$ cat src/rtl/crc_pkg.sv
// Shared types and defaults for the CRC-8 byte packer.
package crc_pkg;

  localparam int unsigned LANES  = 4;
  localparam int unsigned LANE_W = 2;
  localparam int unsigned BYTE_W = 8;
  localparam int unsigned WORD_W = LANES * BYTE_W;

  localparam logic [7:0] CRC_POLY_DEF = 8'h07;
  localparam logic [7:0] CRC_INIT_DEF = 8'h00;

  typedef enum logic [1:0] {
    IDLE   = 2'd0,
    ACCUM  = 2'd1,
    APPEND = 2'd2,
    FLUSH  = 2'd3
  } state_t;

endpackage

$ cat src/rtl/crc8_byte_update.sv
// One-byte CRC-8 update: MSB-first, non-reflected, no final XOR.
module crc8_byte_update #(
  parameter logic [7:0] CRC_POLY = 8'h07
) (
  input  logic [7:0] crc,
  input  logic [7:0] data,
  output logic [7:0] crc_next
);

  logic [7:0] acc;

  always_comb begin
    acc = crc ^ data;
    for (int i = 0; i < 8; i++) begin
      if (acc[7]) acc = {acc[6:0], 1'b0} ^ CRC_POLY;
      else        acc = {acc[6:0], 1'b0};
    end
    crc_next = acc;
  end

endmodule

$ cat src/rtl/crc_packer.sv
// Packs a byte stream into little-endian 32-bit words and appends a CRC-8
// byte after the last payload byte of each frame.
module crc_packer
  import crc_pkg::*;
#(
  parameter logic [7:0] CRC_POLY = CRC_POLY_DEF,
  parameter logic [7:0] CRC_INIT = CRC_INIT_DEF
) (
  input  logic        clk,
  input  logic        reset,
  input  logic [7:0]  byte_i,
  input  logic        byte_valid_i,
  input  logic        byte_last_i,
  output logic        byte_ready_o,
  output logic [31:0] data_o,
  output logic [3:0]  we_o,
  input  logic        word_ready_i,
  output logic [7:0]  crc_o,
  output logic        crc_valid_o,
  output logic        busy_o
);

  state_t              state, next_state;
  logic [LANE_W-1:0]   lane;
  logic [7:0]          crc, crc_upd;
  logic [WORD_W-1:0]   acc;
  logic [WORD_W-1:0]   crc_word;
  logic [LANES-1:0]    crc_we;
  logic                word_free, accept, load_full, load_crc, take_flush;

  crc8_byte_update #(.CRC_POLY(CRC_POLY)) u_crc (
    .crc      (crc),
    .data     (byte_i),
    .crc_next (crc_upd)
  );

  // State register
  always_ff @(posedge clk or posedge reset) begin
    if (reset) state <= IDLE;
    else       state <= next_state;
  end

  // Next-state logic
  always_comb begin
    next_state = state;
    case (state)
      IDLE:    if (accept) next_state = byte_last_i ? APPEND : ACCUM;
      ACCUM:   if (accept && byte_last_i) next_state = APPEND;
      APPEND:  if (load_crc) next_state = FLUSH;
      FLUSH:   if (take_flush) next_state = IDLE;
      default: next_state = IDLE;
    endcase
  end

  // Handshake and control decode
  always_comb begin
    word_free    = (we_o == 4'h0) || word_ready_i;
    byte_ready_o = 1'b0;
    load_crc     = 1'b0;
    take_flush   = 1'b0;
    case (state)
      IDLE, ACCUM: byte_ready_o = !reset && word_free;
      APPEND:      load_crc     = word_free;
      FLUSH:       take_flush   = word_ready_i;
      default:     ;
    endcase
    accept    = byte_valid_i && byte_ready_o;
    load_full = accept && (lane == LANE_W'(LANES - 1));
    busy_o    = (state != IDLE);
  end

  // CRC word: filled payload lanes, CRC in the next free lane, zeros above
  always_comb begin
    crc_word = '0;
    crc_we   = '0;
    for (int k = 0; k < LANES; k++) begin
      if (LANE_W'(k) < lane)       crc_word[8*k +: 8] = acc[8*k +: 8];
      else if (LANE_W'(k) == lane) crc_word[8*k +: 8] = crc;
      crc_we[k] = (LANE_W'(k) <= lane);
    end
  end

  // Datapath: lane assembly, running CRC and output word register
  always_ff @(posedge clk or posedge reset) begin
    if (reset) begin
      lane        <= '0;
      crc         <= CRC_INIT;
      acc         <= '0;
      data_o      <= '0;
      we_o        <= '0;
      crc_o       <= '0;
      crc_valid_o <= 1'b0;
    end else begin
      crc_valid_o <= take_flush;
      if (accept) begin
        crc                  <= crc_upd;
        lane                 <= lane + LANE_W'(1);
        acc[{lane, 3'b000} +: 8] <= byte_i;
      end
      if (take_flush) begin
        crc   <= CRC_INIT;
        lane  <= '0;
        crc_o <= crc;
      end
      if (load_full) begin
        data_o <= {byte_i, acc[23:0]};
        we_o   <= 4'hF;
      end else if (load_crc) begin
        data_o <= crc_word;
        we_o   <= crc_we;
      end else if (word_ready_i) begin
        we_o   <= 4'h0;
      end
    end
  end

endmodule

$ cat config.mk
export PLATFORM = sky130hd
export DESIGN_NAME = crc_packer
export DESIGN_NICKNAME = d
export VERILOG_FILES = /design/src/rtl/crc_pkg.sv /design/src/rtl/crc8_byte_update.sv /design/src/rtl/crc_packer.sv
export SDC_FILE = /design/constraint.sdc
export NUM_CORES = 1
export LEC_CHECK = 0
export CELL_PAD_IN_SITES_DETAIL_PLACEMENT = 1
export CELL_PAD_IN_SITES_GLOBAL_PLACEMENT = 1
export CORE_UTILIZATION = 45
export DETAILED_ROUTE_END_ITERATION = 7
export PLACE_DENSITY = 0.95
export SLEW_MARGIN = 5
export SYNTH_ARGS = -nofsm -noshare
export SYNTH_HDL_FRONTEND = slang
export SYNTH_HIERARCHICAL = 1
export SYNTH_SLANG_ARGS = --single-unit
export TNS_END_PERCENT = 20
$ cat constraint.sdc
create_clock -name clk -period 9.7 [get_ports clk]
set_clock_uncertainty 0.1 [all_clocks]
set_input_delay 2.91 -clock clk [delete_from_list [all_inputs] [get_ports clk]]
set_output_delay 2.91 -clock clk [all_outputs]
set_load 0.01 [all_outputs]
==> results of run 1 <==
[cell usage after synthesis]
master / number / area share
nand2_2: 1 / 0.0016
ha_1: 12 / 0.037
nand2b_1: 1 / 0.0016
o2111a_1: 1 / 0.0028
inv_1: 9 / 0.0084
xnor2_1: 16 / 0.035
clkinv_1: 2 / 0.0019
or4_4: 1 / 0.0028
or2_0: 1 / 0.0016
a31o_2: 2 / 0.0043
and3_1: 3 / 0.0047
buf_12: 1 / 0.0050
a21oi_1: 34 / 0.042
nor3_1: 2 / 0.0025
a31oi_1: 24 / 0.037
nand4_1: 8 / 0.012
o211ai_1: 2 / 0.0037
nor2_1: 2 / 0.0019
mux2i_1: 11 / 0.027
nor2b_1: 2 / 0.0031
a21o_1: 1 / 0.0019
nor4_4: 1 / 0.0053
o2111ai_1: 4 / 0.0087
dfrtp_1: 81 / 0.50
a211oi_2: 1 / 0.0031
buf_1: 3 / 0.0028
clkbuf_1: 16 / 0.015
and2_1: 1 / 0.0016
buf_6: 2 / 0.0056
nor2_2: 1 / 0.0016
nand3_1: 16 / 0.020
o21ai_0: 51 / 0.063
o2bb2ai_1: 9 / 0.020
xor2_1: 6 / 0.013
a22o_1: 2 / 0.0043
buf_2: 6 / 0.0074
nand2_1: 94 / 0.088
[area by class of cell]
cell class                      instances  area, µm²
Clock buffer                           10      137.6
Clock inverter                          6      57.56
Fill cell                             994       3847
Inverter                               11      41.29
Multi-Input combinational cell        310       1819
Sequential cell                        81       2027
Tap cell                              108      135.1
Timing Repair Buffer                   62      613.1
[kinds of logic after synthesis]
group,Yosys count
buffers and inverters,39
adders and majority gates,12
muxes,11
xor gates and xnor gates,22
DFF,81
AOI/OAI and AO/OA,131
and+or+nand+nor,134
[tightest hold or removal path, stage by stage (launching register included)]
cell and delay (ns):
dfrtp_1 0.34, nand2_1 0.05, o21ai_0 0.06
[worst max-delay path by stage]
stage	from	endpoint	depth (start not counted)
floorplan	reset	byte_ready_o	2
global placement	word_ready_i	byte_ready_o	5
detailed placement	word_ready_i	byte_ready_o	5
CTS	word_ready_i	byte_ready_o	5
global route	word_ready_i	byte_ready_o	5
finish	word_ready_i	byte_ready_o	5
[stage by stage]
step | total power, mW | hold slack [ns]
global placement | 1.282 | 0.3577
detailed placement | 1.343 | 0.3653
finish | 1.598 | 0.3802
global route | 1.692 | 0.3994
CTS | 1.600 | 0.3849
floorplan | 1.037 | 0.3436
[cell usage in the layout, fill, tap and decap left out, drive strengths merged, types with 2 or more instances in the layout]
cell and n:
nor2b 2, a22o 2, nand3 16, mux2i 11, o211ai 2, nand2 95
o2111ai 4, buf 3, a21oi 34, clkdlybuf4s50 59, ha 12, nor3 2
o2bb2ai 9, xnor2 16, o21ai 51, dfrtp 81, nor2 3, inv 9
clkinv 6, xor2 6, a31oi 24, and3 3, nand4 8, clkbuf 10
a31o 2
[power by group through the flow]
stage               clock network, mW  registers, mW  logic (mW)
floorplan                           0          0.584       0.453
global placement                    0          0.580       0.703
detailed placement                  0          0.589       0.753
CTS                             0.253          0.585       0.762
global route                    0.265          0.599       0.827
finish                          0.252          0.586       0.760
[layer usage]
layer,vias to the layer above,wire length (µm),track usage,share of wire
met5,-,0,0,0
met4,0,452,0.1550,0.037
met3,36,792,0.04118,0.065
met2,111,6272,0.4632,0.51
met1,1748,4668,0.3128,0.38
li1,1593,-,-,-
[registers in the layout, summed over array words and instances, names as in the netlist]
register,cells
we_o,4
acc,24
crc_o,8
state,2
data_o,32
crc,8
lane,2
crc_valid_o,1
==> metrics.md, run 1 <==
| Metric | Value |
|---|---|
| Endpoints failing hold | `0` |
| Initial antenna violation count | `0` |
| DR WL/cell | `approximately 21 µm` |
| DP Cell Count | `572` |
| Clk pin slew, worst setup/hold paths | `0.08 ns` |
| Min-delay worst type | `reg -> reg` |
| ANT nets after route | `0` |
| Max Slew Vio Count | `0` |
| Post-Synth Adder-Cell Area | `0.03724` |
| Total nets after synthesis | `455` |
| Via count | `roughly 3500` |
| Worst stage delay on the critical path | `0.66 ns` |
| CP Cell Sequence | `clkdlybuf4s50_1 > inv_1 > nand2_2 > and3_1 > clkdlybuf4s50_1` |
| Pin count of the biggest net entering global routing | `82` |
| Comb pwr share | `0.476` |
| Synth Area in XOR/XNOR | `0.04780` |
| First-pass GRT wire length | `19270 µm` |
| Post-Syn Area per Cell | `between 9 and 10 µm²` |
| F_max | `0.1243 GHz` |
| Clk pwr share | `0.158` |
| R2r worst-path depth | `6` |
| WP data arrival | `5.03 ns` |
| Largest family of logic cells by synthesized area | `compound AO/OA/AOI/OAI gates` |
| Post-Place Worst Slack | `1.666 ns` |
| Critical path buffers and inverters | `3` |
| Time the worst path needs with I/O delays and setup | `just over 8 ns` |
| Setup ws final | `1.657 ns` |
| HPWL after DPL | `8120 µm` |
| Clock sink total | `81` |
| R2r endpoint | `data_o[13]` |
| Share of layout cells above drive strength 1 | `0.05625` |
| Final Util | `0.5567` |
| Mapped cell area | `~4000 µm²` |
| Hold-fix buffers, CTS | `0` |
| Die width | `96.65 µm` |
| CP dominant cell by count | `clkdlybuf4s50_1` |
| RD Place Congestion | `0.8089` |
| Slowest cell on the critical path | `clkdlybuf4s50_1` |
| Switch share | `0.4221` |
| Required time worst endpoint | `6.69 ns` |
| Non-Filler Instances | `588` |
| Vias in the first global route | `3778` |
| CTS buffer count | `9` |
| IO Count | `60` |
| H-tree depth | `3` |
| Max transition margin | `0.2309` |
| Placed cell area | `4636 µm²` |
| Total gr overflow | `0` |
| Maxcap violations | `0` |
| Layout Cell Area excl Fill | `4831 µm²` |
| Core outline area | `8678 µm²` |
| Synthesis-to-layout area growth | `19.83%` |
| Hold Path Depth | `2` |
| Clock Latency Late Sink | `0.37 ns` |
| # diodes | `0` |
| Initial DRT Pass Iterations | `4` |
| WS Path Type | `in -> out` |
| Synthesized flop and latch total | `81` |
| Cell Int Power | `923.6 µW` |
| Simple-Gate Fraction of Synth Area | `0.1477` |
| Post-cts resize count | `0` |
| Die area | `9341 µm²` |
| Synth Instances | `430` |
| Synth Area in Compound Gates | `0.1912` |
| Initial DRC count | `236` |
| Initial Util | `0.4645` |
| Reg2reg setup slack | `6.50 ns` |
| Hold wc startpoint | `acc[2]` |
| Finish-stage setup viols | `0` |
| Ys Warns | `6` |
| RSZ-0062 raised after global routing | `false` |
| Post-synthesis sequential area ratio | `0.5028` |
| Worst-Margin Slew | `approximately 1.2 ns` |
| Peak supply drop | `0.0001265 V` |
| Status | `finished, final reports clean` |
| Root buf cell | `clkbuf_8` |
| Worst R2R Start | `state[0]` |
| Die height | `96.65 µm` |
| CP top delay family | `buffers and inverters` |
| Yosys cell types | `37` |
| Mux cell area share after synthesis | `0.02731` |
| Tot GR Track Use | `0.2669` |
| Worst setup EP type | `output port` |
| Routed WL | `12190 µm` |
| Switching power | `just under 700 µW` |
| Final #Nets | `500` |
| Clock buffer depth | `2` |
| Lkg Pwr | `1.983 nW` |
| Final period utilization | `0.8292` |
| Post-CTS Setup Inserts | `0` |
| IO buf count | `59` |
| Final setup TNS | `0 ns` |
| Rows | `34` |
| PwrDens | `330.9 nW/µm²` |
| Via/cell ratio | `5.932` |
| DRC | `0` |
| CP max FO | `28` |
| Min-Delay Endpoint | `acc[2]` |
| Critical Path Start Type | `input port` |
| Reg power frac | `0.366` |
| CTS tree | `yes` |
Power figures use the tool's default switching activity.
==> run 2: changes to the inputs <==
- CORE_UTILIZATION: 45 -> 37
- PLACE_DENSITY: 0.95 -> 0.85
- clock period: 9.7 -> 6.5 ns (I/O delays scaled with it)
==> run 2 against run 1 <==
  * Register-to-register slack worse by 3.2 ns
  * First-iteration DRC count shrank 42%
  * Largest power group unchanged
  * Clock power increased by 62%
  * Die area is 21% higher
  * Sequential power rose by 49%
  * Flip-flop and latch count is the same
==> metrics.md, run 2 (synthesis gave the netlist of run 1 again) <==
| Metric | Value |
|---|---|
| HPWL after DPL | `8104 µm` |
| Share of layout cells above drive strength 1 | `0.05821` |
| WS Path Type | `in -> out` |
| IO buf count | `59` |
| Global routing's busiest layer | `met2` |
| Die area | `11320 µm²` |
| CTS tree | `yes` |
| Initial DRC count | `136` |
| Max Slew Vio Count | `0` |
| Maxcap violations | `0` |
| Clock buffer depth | `2` |
| Initial antenna violation count | `0` |
| Post-CTS Setup Inserts | `0` |
| Top reg by flops | `data_o` |
| GRT met1 Usage | `0.2800` |
| Peak supply drop | `0.0001922 V` |
| Status | `finished, final reports clean` |
| Final period utilization | `0.8754` |
| Core outline area | `10460 µm²` |
| Commonest non-fill, non-tap cell in the layout | `nand2_1` |
| Final setup TNS | `0 ns` |
| Comb pwr share | `0.468` |
| DRC | `0` |
| Routed WL | `11960 µm` |
| F_max | `0.1757 GHz` |
| # diodes | `0` |
| Via count | `3435` |
| ANT nets after route | `0` |
| IO Count | `60` |
| H-tree depth | `3` |
| Post-cts resize count | `0` |
| M2 GR Usage | `0.3757` |
| RD Place Congestion | `roughly 0.80` |
| Fillers | `1218` |
| Initial Util | `0.3853` |
| Time the worst path needs with I/O delays and setup | `5.690 ns` |
| Tot GR Track Use | `0.2206` |
| WP data arrival | `between 3 and 4 ns` |
| Finish-stage setup viols | `0` |
| Die width | `106.4 µm` |
| Layout Cell Area excl Fill | `4897 µm²` |
| Worst hold slack | `0.3780 ns` |
| Cell Int Power | `1.412 mW` |
| Placed cell area | `approximately 4700 µm²` |
| Worst setup EP type | `output port` |
| Rows | `37` |
| Via/cell ratio | `5.567` |
| Lkg Pwr | `1.995 nW` |
| RSZ-0062 raised after global routing | `false` |
| Endpoints failing hold | `0` |
| Total gr overflow | `0` |
| Clock sink total | `between 80 and 90` |
| Max transition margin | `0.2588` |
| Switching power | `around 1 mW` |
| Hold-fix buffers, CTS | `0` |
| First-pass GRT wire length | `between 15000 and 20000 µm` |
| Synthesis-to-layout area growth | `21.48%` |
| Initial DRT Pass Iterations | `4` |
| Min-delay worst type | `reg -> reg` |
| Met3 GRT Util | `0.04414` |
| DR WL/cell | `slightly below 20 µm` |
| CTS buffer count | `9` |
| Required time worst endpoint | `4.45 ns` |
| Switch share | `0.4148` |
| Clk pin slew, worst setup/hold paths | `0.08 ns` |
| PwrDens | `roughly 500 nW/µm²` |
| Biggest regs | `data_o (32), acc (24)` |
| Critical Path Start Type | `input port` |
| Pin count of the biggest net entering global routing | `82` |
| CP max FO | `10` |
| Final #Nets | `around 500` |
| Vias in the first global route | `~3600` |
| Max reg flops | `32` |
| Die height | `106.4 µm` |
| Worst-Margin Slew | `approximately 1.1 ns` |
| Reg power frac | `0.362` |
| Clk pwr share | `0.169` |
| Clock Latency Late Sink | `0.36 ns` |
| Most frequent cells in the layout | `nand2_1, dfrtp_1, clkdlybuf4s50_1, o21ai_0, a21oi_1` |
| Root buf cell | `clkbuf_8` |
run 2: changes by cell type in the layout (fill, tap and decap cells not counted), sizes merged:
cell,previous run,this run
buf,3,4
bufinv,1,2
clkbuf,10,9
run 2: cell type report:
| type | count | area (µm²) | area share |
|---|---|---|---|
| clock buffers | 9 | 123.9 | 0.02529 |
| clock inverters | 7 | 95.09 | 0.01942 |
| inverters | 11 | 41.29 | 0.008431 |
| multi-input cells | 310 | 1819 | 0.3715 |
| flip-flops and latches | 81 | 2027 | 0.4139 |
| well taps | 136 | 170.2 | 0.03475 |
| repair buffers | 63 | 620.6 | 0.1267 |
run 2: routing by layer:
layer,wire (µm),part of all wire
met5,0,0
met4,221,0.018
met3,589,0.049
met2,5898,0.49
met1,5254,0.44
run 2: power by group through the flow:
stage / clock network [mW] / registers (mW) / logic, mW
after floorplan: 0 / 0.872 / 0.676
after global placement: 0 / 0.864 / 1.07
after detailed placement: 0 / 0.878 / 1.12
after CTS: 0.415 / 0.872 / 1.13
after global routing: 0.432 / 0.896 / 1.25
final: 0.408 / 0.874 / 1.13
run 2: per-stage QoR:
stage | util | worst slack (ns) | cells | total power, mW
floorplan | - | 0.3828 | 430 | 1.548
global placement | 0.4471 | 0.8838 | 601 | 1.931
detailed placement | 0.4471 | 0.8051 | 601 | 2.001
CTS | 0.4681 | 0.7989 | 617 | 2.419
global route | 0.4681 | 0.6712 | 617 | 2.573
finish | 0.4681 | 0.8097 | 617 | 2.412
run 2: worst paths after layout:
path / start / end / slack, ns / depth (start not counted)
min in group asynchronous: reset / we_o[3] / 2.20 / 3
worst max register to register: state[1] / data_o[5] / 3.34 / 6
max in group asynchronous: reset / crc_o[6] / 3.45 / 3
worst max-delay path: word_ready_i / byte_ready_o / 0.81 / 5
worst min-delay path: acc[12] / acc[12] / 0.38 / 2
worst min register to register: acc[12] / acc[12] / 0.38 / 2
run 2: critical path, cell delays in order:
cell,delay [ns]
clkdlybuf4s50_1,0.67
inv_1,0.22
nand2_2,0.10
and3_1,0.16
clkdlybuf4s50_1,0.54
==> variant, RTL diff (config.mk and constraints of run 1) <==
Make the reset (`reset`) synchronous in 2 clocked blocks.
--- a/src/rtl/crc_packer.sv
+++ b/src/rtl/crc_packer.sv
@@ -37,3 +37,3 @@
   // State register
-  always_ff @(posedge clk or posedge reset) begin
+  always_ff @(posedge clk) begin
     if (reset) state <= IDLE;
@@ -83,3 +83,3 @@
   // Datapath: lane assembly, running CRC and output word register
-  always_ff @(posedge clk or posedge reset) begin
+  always_ff @(posedge clk) begin
     if (reset) begin
Behaviour: differs if reset is asserted again (counterexample within 4 cycles, from zero or initial values and one cycle with reset high); with reset held inactive, the same outputs for 4 cycles.
==> variant against run 1 <==
Design area is 3.5% lower. Largest power group unchanged. Wire length decreased by 2.3%. Sequential share of layout area is 7.2 points lower. Synthesized cell count up 0.93%. Largest cell class is now multi-input gates. Sequential cell count did not move. Power down 25%. Area after synthesis down 4.3%. Critical path depth fell by 1. Setup slack gained 0.59 ns.
==> variant: results (changes against run 1) <==
- Critical path startpoint: word_ready_i (unchanged)
- WL/cell: 20.3 um (was 20.7 um)
- Least-Margin Pin Slew: 1.29 ns (was 1.15 ns)
- Largest net degree at the start of global routing: 43 (was 82)
- Achievable clock frequency: 134 MHz (was 124 MHz)
- Worst slack at placement: 2.24 ns (was 1.67 ns)
- Layout cells sized above 1: 6.43% (was 5.63%)
- Vias in the first global route: 3,598 (was 3,778)
- Synth cell count leaders: 81 x dfxtp_1, 42 x inv_1, 40 x nand2_1 (was 94 x nand2_1, 81 x dfrtp_1, 51 x o21ai_0)
- 1st-iter DRT viols: 251 (was 236)
- VDD IR max: 0.123 mV (was 0.126 mV)
- Register area share after synthesis: 42.0% (was 50.3%)
- Hold Path Origin: data_o[10]$_SDFFE_PP0P_ (was acc[2]$_DFFE_PP0P_)
- Reg-to-Reg Start: state[0]$_SDFFE_PP0P_ (was state[0]$_DFFE_PP0P_)
- Synthesis Warnings: 6 (unchanged)
- Post-Place Cells: 571 (was 572)
- Largest fanout on the critical path: 11 (was 28)
- Async SR Flop Fraction: 0% (was 100%)
- GRT Resource Usage Total: 28.1% (was 26.7%)
- Switch share: 39.7% (was 42.2%)
- Worst hold margin: 0.362 ns (was 0.380 ns)
- Fill cell count: 970 (was 994)
- HPWL Detailed: 8.16 mm (was 8.12 mm)
- Via density: 6.14 (was 5.93)
- First-pass GRT wire length: 19.1 mm (was 19.3 mm)
- Dominant cells by area after synthesis: dfxtp_1 42%, a221oi_1 4.1%, inv_1 4.1%, nand2_1 3.9%, nand3_1 3.6% (was dfrtp_1 50%, nand2_1 8.8%, o21ai_0 6.3%, a21oi_1 4.2%, a31oi_1 3.7%)
- RePlAce Congestion: 0.881 (was 0.809)
- Drt first pass iters: 5 (was 4)
- Hold path endpoint: data_o[10]$_SDFFE_PP0P_ (was acc[2]$_DFFE_PP0P_)
- Capturing point of the worst reg2reg path: data_o[0]$_SDFFE_PP0P_ (was data_o[13]$_DFFE_PP0P_)
- Fraction of power consumed by sequential logic: 36.1% (was 36.6%)
- Pwr dens: 258 nW/um^2 (was 331 nW/um^2)
- Cell area after placement: 4460 sq um (was 4640 sq um)
- Leakage power: 0.00160 uW (was 0.00198 uW)
- Worst EP arrival: 4.44 ns (was 5.03 ns)
- Flop2flop setup slack: 6.88 ns (was 6.50 ns)
- Status: finished clean (unchanged)
- Syn nets: 458 (was 455)
- Total length of routed wires: 11.9 mm (was 12.2 mm)
- Multi-input gate area: 1940 sq um (was 1820 sq um)
- Count of cell types in the netlist: 45 (was 37)
- Avg Cell Area, Syn: 8.89 sq um (was 9.38 sq um)
variant: routing by layer:
layer / vias to the layer above / share of wire, % / global-route usage, %
met5: - / 0 / 0
li1: 1656 / - / -
met2: 128 / 50 / 47.4
met3: 36 / 5.8 / 5.88
met1: 1783 / 42 / 34.8
met4: 0 / 2.8 / 11.6
variant: layout make-up:
| class | count | share of cell area, % |
|---|---|---|
| inverter | 42 | 3.38 |
| multi-input combinational | 281 | 41.6 |
| timing repair buffer | 62 | 13.2 |
| sequential | 81 | 34.8 |
| clock inverter | 6 | 1.45 |
| tap | 105 | 2.82 |
| clock buffer | 10 | 2.74 |
variant: cells by family (layout without fill, tap and decap cells):
| group | after synthesis | after routing | synth area share (%) |
|---|---|---|---|
| mux | 10 | 10 | 2.63 |
| compound gates | 129 | 129 | 25.5 |
| flops | 81 | 81 | 42.0 |
| xor+xnor | 22 | 22 | 4.99 |
| fa+ha+maj | 11 | 11 | 3.57 |
| simple gates | 109 | 109 | 13.6 |
| buf+inv | 72 | 120 | 7.75 |
